$ cat config.mk
export PLATFORM = sky130hd
export DESIGN_NAME = sm_mavg
export DESIGN_NICKNAME = d
export VERILOG_FILES = /design/src/rtl/sm_mavg.sv
export SDC_FILE = /design/constraint.sdc
export NUM_CORES = 1
export LEC_CHECK = 0
export CAP_MARGIN = 20
export CORE_MARGIN = 2
export CORE_UTILIZATION = 40
export CTS_CLUSTER_DIAMETER = 50
export DETAILED_ROUTE_END_ITERATION = 8
export RECOVER_POWER = 100
export REMOVE_ABC_BUFFERS = 1
export SYNTH_ARGS = -nofsm -noshare
export SYNTH_HDL_FRONTEND = slang
export SYNTH_SLANG_ARGS = --single-unit
$ cat constraint.sdc
create_clock -name clk_sys -period 5.65 [get_ports clk_sys]
set_clock_uncertainty 0.15 [all_clocks]
set_input_delay 0.8475 -clock clk_sys [delete_from_list [all_inputs] [get_ports clk_sys]]
set_output_delay 0.8475 -clock clk_sys [all_outputs]
set_load 0.02 [all_outputs]
$ cat src/rtl/sm_mavg.sv
// Moving-average smoothing stage for raw ADC samples.
// Keeps a circular history of the last 2^LOG2_MAX samples and a running sum
// over the active window of N = 2^cfg_win samples. An average is emitted only
// once the window holds N real samples, so after reset, a flush or a window
// change no partial-window average ever reaches the parameter stage.
module sm_mavg #(
    parameter int LOG2_MAX = 4,
    parameter int DW       = 16
) (
    input  logic                clk_sys,
    input  logic                rst,
    input  logic [DW-1:0]       adc_data,
    input  logic                adc_vld,
    input  logic [2:0]          cfg_win,
    input  logic                cfg_clr,
    output logic [DW-1:0]       sm_data,
    output logic                sm_vld,
    output logic [LOG2_MAX:0]   sta_fill
);

    localparam int DEPTH = 1 << LOG2_MAX;
    localparam int ACC_W = DW + LOG2_MAX;
    localparam int FW    = LOG2_MAX + 1;
    localparam logic [2:0] MAX_WIN = 3'(LOG2_MAX);

    logic [DW-1:0]       hist [DEPTH];
    logic [LOG2_MAX-1:0] wr_ptr;
    logic [LOG2_MAX-1:0] rd_ptr;
    logic [2:0]          win_q;
    logic [2:0]          win_new;
    logic [ACC_W-1:0]    acc;
    logic [ACC_W-1:0]    acc_base;
    logic [ACC_W-1:0]    acc_next;
    logic [FW-1:0]       fill_base;
    logic [FW-1:0]       fill_next;
    logic [FW-1:0]       n_val;
    logic [DW-1:0]       old;
    logic [DW-1:0]       avg_next;
    logic                restart;
    logic                full;
    logic                emit;

    // Clamp the requested window, find the outgoing sample and decide whether
    // this cycle starts a fresh warm-up (flush or new window size).
    always_comb begin
        win_new = (cfg_win > MAX_WIN) ? MAX_WIN : cfg_win;
        n_val   = FW'(1) << win_new;
        // For the maximum window the low bits of N are zero, so the read
        // pointer lands on the slot about to be overwritten, which is exactly
        // the sample leaving the window.
        rd_ptr  = wr_ptr - n_val[LOG2_MAX-1:0];
        old     = hist[rd_ptr];
        restart = cfg_clr || (win_new != win_q);
    end

    // Running-sum update; a restart zeroes the sum first so a sample arriving
    // in the same cycle becomes the first sample of the new window.
    always_comb begin
        acc_base  = restart ? '0 : acc;
        fill_base = restart ? '0 : sta_fill;
        full      = (fill_base == n_val);
        acc_next  = acc_base;
        fill_next = fill_base;
        if (adc_vld) begin
            if (full) begin
                acc_next = acc_base + ACC_W'(adc_data) - ACC_W'(old);
            end else begin
                acc_next  = acc_base + ACC_W'(adc_data);
                fill_next = fill_base + FW'(1);
            end
        end
        emit     = adc_vld && (fill_next == n_val);
        avg_next = DW'(acc_next >> win_new);
    end

    // History buffer; stale contents are never used because the fill count
    // keeps the sum from subtracting anything until the window is full.
    always_ff @(posedge clk_sys) begin
        if (adc_vld) begin
            hist[wr_ptr] <= adc_data;
        end
    end

    // Sum, fill count, write pointer, latched window and registered outputs.
    always_ff @(posedge clk_sys or posedge rst) begin
        if (rst) begin
            acc      <= '0;
            sta_fill <= '0;
            wr_ptr   <= '0;
            win_q    <= '0;
            sm_data  <= '0;
            sm_vld   <= 1'b0;
        end else begin
            win_q    <= win_new;
            acc      <= acc_next;
            sta_fill <= fill_next;
            sm_vld   <= emit;
            if (adc_vld) begin
                wr_ptr <= wr_ptr + LOG2_MAX'(1);
            end
            if (emit) begin
                sm_data <= avg_next;
            end
        end
    end

endmodule

# Word level (Yosys, flattened, before mapping)
# Memories as Yosys holds them, arrays and structs flattened.
# Cells that the tools add are included.
dict set report word_totals {
  inputBits 23
  ramBits 256
  word_cells 29
  ff_bits 49
  n_memories 1
  output_inout_bits 22
}
# name words word_bits read_ports rd_clocked_by_memory_dff write_ports line_no
set memory_table {}
lappend memory_table {hist 16 16 1 0 1 26} ;# logic [DW-1:0] hist [DEPTH];
dict set report op_classes {
  eq_ne 3
  mux 9
  add_sub_neg 5
  shift 2
  n_lt_le_gt_ge 1
  reduce_logical 2
}
# op count
set op_table {}
lappend op_table {{$mux W20} 3}
lappend op_table {{$add A20 B16 Y20} 1}
lappend op_table {{$shr A20 B3 Y16} 1}
lappend op_table {{$sub A20 B16 Y20} 1}
lappend op_table {{$mux W5} 3}
lappend op_table {{$eq A5 B5 Y1} 2}
lappend op_table {{$add A5 B1 Y5 const B} 1}
lappend op_table {{$shl A1 B3 Y5 const A} 1}
lappend op_table {{$add A4 B1 Y4 const B} 1}
lappend op_table {{$sub A4 B4 Y4} 1}
lappend op_table {{$gt A3 B3 Y1 const B} 1}
lappend op_table {{$mux W3} 1}
lappend op_table {{$ne A3 B3 Y1} 1}
lappend op_table {{$mux W1} 2}
lappend op_table {{$logic_and A1 B1 Y1} 1}
lappend op_table {{$logic_or A1 B1 Y1} 1}

# Longest topological paths before layout
dict set report depth {
  word_depth 10
  mapped_depth 27
  mapped_depth_nobuf 26
}

# Least setup slack after synthesis
# No wires, ideal clock.
dict set report synth_path {
  path_type {input to register}
  start {in cfg_win[0]}
  end {reg sm_data[10]}
  arrival_time_ns 6.647
  required_time_ns 5.434
  path_buffers 5
  path_stages 25
  setup_time_ns 0.066
  setup_slack_ns -1.213
  cell_sequence {clkbuf_1 > nor3_1 > ha_1 > buf_2 > buf_2 > buf_1 > buf_1 > mux4_2 > nand2_1 > a31oi_1 > ha_1 > inv_1 > fa_1 > a21o_1 > a211oi_1 > o31ai_1 > a211oi_1 > a31oi_1 > nand3_1 > a21o_1 > or3_4 > a41oi_4 > mux2i_2 > a2111oi_2 > a221o_1}
}
dict set report synth_via {
  elab_chain_cells 10
  elab_cells_between_ends 20
  cone_classes {add/sub: 4; order compare: 1; eq/ne: 3; shift: 2; mux: 7; reduce/logical: 2; memory: 1}
}
# element line_no
set synth_rtl {}
lappend synth_rtl {{start, declared} 14} ;# input logic [2:0] cfg_win,
lappend synth_rtl {{$gt A3 B3 Y1} 46} ;# win_new = (cfg_win > MAX_WIN) ? MAX_WIN : cfg_win;
lappend synth_rtl {{$mux W3 (*)} 46}
lappend synth_rtl {{$ne A3 B3 Y1} 53} ;# restart = cfg_clr || (win_new != win_q);
lappend synth_rtl {{$logic_or A1 B1 Y1} 53}
lappend synth_rtl {{$mux W20} 59} ;# acc_base = restart ? '0 : acc;
lappend synth_rtl {{$add A20 B16 Y20} {66, 68}}
lappend synth_rtl {{$sub A20 B16 Y20} 66} ;# acc_next = acc_base + ACC_W'(adc_data) - ACC_W'(old);
lappend synth_rtl {{$mux W20} 65} ;# if (full) begin
lappend synth_rtl {{$mux W20 (*)} 64} ;# if (adc_vld) begin
lappend synth_rtl {{net acc_next[12]} 33} ;# logic [ACC_W-1:0] acc_next;
lappend synth_rtl {{$shr A20 B3 Y16 (*)} 73} ;# avg_next = DW'(acc_next >> win_new);
lappend synth_rtl {{end signal, assigned} 102} ;# sm_data <= avg_next;
lappend synth_rtl {{end, declared} 16} ;# output logic [DW-1:0] sm_data,
# Mark *: on every way through the listed nets, which the timed path passes. The rest lies on a longest branch.
# A chain may end at the register's enable or synchronous reset.

# Final worst setup path
dict set report layout_path {
  start {in cfg_win[2]}
  end {reg sm_data[7]}
}
# The elaborated chain is that of the path after synthesis.

==> metrics.md <==
| Metric | Value |
|---|---|
| Violations in the final reports | max-capacitance violations, max-slew violations |
| Worst r2r dst | sm_data[10] |
| Period Utilization, post-route | between 90% and 100% |
| Layout Cells excl Fill | 1845 |
| Worst IR Drop VDD | 277 uV |
| Final hold violations | 0 |
| Worst skew pair latency | 0.54 ns |
| Max Slew Vio Count | 73 |
| Clock Tree Root | clkbuf_16 |
| Dpl cell area | 0.0175 mm^2 |
| Least-Margin Pin Slew | 2.93 ns |
| Wire per inst | 20.9 um |
| Largest net degree at the start of global routing | 50 |
| R2R setup slack | 0.34 ns |
| Max Root-Sink Buffers | 3 |
| CTS Hold Bufs | 0 |
| Cell variety after synth | 76 |
| WS Path Type | in -> reg |
| Final net count | between 1000 and 1500 |
| Detailed Route WL | 38500 um |
| Startpoint types | primary input |
| Vias after detailed routing | 10300 |
| Post-layout min period | 5.39 ns |
| Final setup violation count | 0 |
| Mean number of vias per cell | around 5.6 |
| Post-Syn Area | 0.0149 mm^2 |
| Critical path fanouts, max | 4 |
| RePlAce Congestion | 0.842 |
| Final instance area | 0.0188 mm^2 |
| CTS tree | done |
| First-pass GRT wire length | 59100 um |
| CP required | ~5.9 ns |
| Core area | 0.0366 mm^2 |
| Share of async-settable or async-resettable flops after synthesis | 16.1% |
| CP Capture Point | sm_data[7] |
| Lkg Pwr | 7.04 nW |
| Post-route ant nets | 0 |
| Worst slew margin | -95.5% |
| Final WS setup | 0.256 ns |
| Rows | 70 |
| Drt pass-1 iters | 8 |
| Top post-synthesis cells by count | 256 x edfxtp_1, 114 x nand2_1, 72 x a21oi_1 |
| Power Density | 571 mW/mm^2 |
| Post-synth top area share | about half |
| FMAX | 185 MHz |
| Final setup TNS | 0 ns |
| # DRC | 0 |
| CP startpoint | cfg_win[2] |
| CTS Buf Count | 39 |
| Synth Instances | 1094 |
| I/O Buffers | 44 |
| Drt initial violations | 803 |
| Hold Crit Class | reg -> reg |
| Post-Place Worst Slack | -0.921 ns |
| Post-synth top flop | edfxtp_1 |
| Synth area leaders | edfxtp_1 52%, mux4_2 9.7%, dfrtp_1 8.2% |
| Number of synthesized flops with an enable pin | 256 |
| Outcome | finished with violations |
| Final HPWL DP | 26600 um |
| Dpl cells | 1770 |
| Most frequent cell after synthesis | edfxtp_1 |
| Worst reg2reg path depth | 22 |
| Syn. warnings | 0 |
| Sequential-to-total area share from yosys stat | between 50% and 60% |
| Die H | between 150 and 200 um |
| Crit path DAT | 5.67 ns |
| Max cap viols | 3 |
| CTS sink cnt | 305 |
| Crit end category | flip-flop |
| Die Footprint | 0.0387 mm^2 |
| Number of global-route vias before repair | 10300 |
| H-tree levels | 2 |
| Gr ovfl total | 0 |
| P&R area growth vs syn | 26.7% |
| Worst flop-to-flop path startpoint | wr_ptr[0] |
| Gr usage total | 20.1% |
| Die width | 197 um |
| Top Ports | 45 |
| Starting Density | 40.6% |
| Yosys reg bits | between 300 and 400 |
| Synth area leader | edfxtp_1 |
| Reg clk slew, reported paths | 0.05 ns |
| Initial antenna violation count | 1 |
| Antenna fix cells | 0 |
| Fraction of layout cells with a size suffix above 1 | 28.5% |
| Avg Synthesized Cell Area | 13.6 um^2 |
==> kinds of logic (layout without fill, tap and decap cells) <==
group | count (synthesis) | after routing | synth area share (%)
compound gates | 222 | 222 | 9.92
xor+xnor | 42 | 42 | 2.47
fa+ha+maj | 42 | 42 | 3.69
buf+inv | 79 | 362 | 2.06
flops | 305 | 305 | 60.0
mux | 95 | 95 | 11.9
simple gates | 309 | 309 | 10.0
==> through the flow <==
stage                     utilization [%]  power (mW)  hold WS (ns)
after floorplan                         -        5.94         0.361
after global placement               47.8        8.10         0.312
after detailed placement             47.8        8.17         0.320
after CTS                            51.3        10.6         0.331
after global routing                 51.5        11.4         0.360
final                                51.5        10.8         0.320
==> routing by layer <==
layer,track usage (%),up-vias,routed length (um)
met5,0.128,-,0
li1,-,4758,-
met4,6.99,0,1110
met2,32.9,299,18300
met3,2.86,77,2100
met1,27.7,5127,17000
==> report_power, final <==
part	switching, mW	leakage, nW	internal [mW]	total [mW]
clock	0.961	0.594	1.36	2.32
sequential	0.116	2.93	2.76	2.87
combinational	2.86	3.52	2.70	5.57
==> final cells by class <==
cell class,count,area (um^2)
timing repair buffer,274,2100
tap,468,586
inverter,21,78.8
clock inverter,22,179
fill,3159,17800
sequential,305,8910
multi-input combinational,710,5960
clock buffer,45,1020
==> state kept, by name, indices dropped and copies added, names as in the netlist <==
name,flops
sta_fill,5
wr_ptr,4
sm_data,16
hist,256
win_q,3
sm_vld,1
acc,20
==> what timing repair did <==
action                                  CTS  global route
endpoints found under the setup margin   14            18
pin swaps                                 9            16
setup buffers                             3             5
endpoints found under the hold margin     0             0
gates resized for setup                  23            54
==> critical path, stage by stage <==
cell,delay [ns]
clkbuf_2,0.13
inv_2,0.08
nand2_2,0.09
nor2_4,0.14
inv_1,0.09
ha_1,0.28
nor2b_1,0.13
o21a_1,0.19
or3_4,0.37
nand2_2,0.11
a211oi_2,0.05
a31oi_2,0.16
ha_2,0.20
inv_1,0.05
fa_1,0.38
a21o_1,0.21
a211oi_4,0.31
o31ai_4,0.09
a211oi_2,0.24
a31oi_1,0.06
nand3_1,0.16
xor2_1,0.11
or3_1,0.36
a31oi_2,0.17
mux2i_1,0.13
mux2_2,0.29
o221ai_1,0.21
==> cell usage in the layout, fill, tap and decap left out, types with 30 or more instances in the layout <==
master,Yosys,final
a21oi_1,72,69
mux4_2,64,64
and2_1,32,30
nor2_1,61,53
clkbuf_16,0,40
dlygate4sd3_1,0,39
buf_4,1,182
clkbuf_1,43,42
dfrtp_1,49,49
nand2_1,114,111
edfxtp_1,256,256
ha_1,39,35
==> worst min-delay path by stage <==
| stage | from | end | slack [ns] | depth (start not counted) |
|---|---|---|---|---|
| finish | sm_data[5] | sm_data[5] | 0.32 | 2 |
| detailed placement | sm_data[5] | sm_data[5] | 0.32 | 2 |
| CTS | sm_data[5] | sm_data[5] | 0.33 | 2 |
| floorplan | wr_ptr[0] | wr_ptr[0] | 0.36 | 1 |
| global placement | sm_data[4] | sm_data[4] | 0.31 | 2 |
| global route | sm_data[5] | sm_data[5] | 0.36 | 2 |
(Power assumes the default switching activity.)
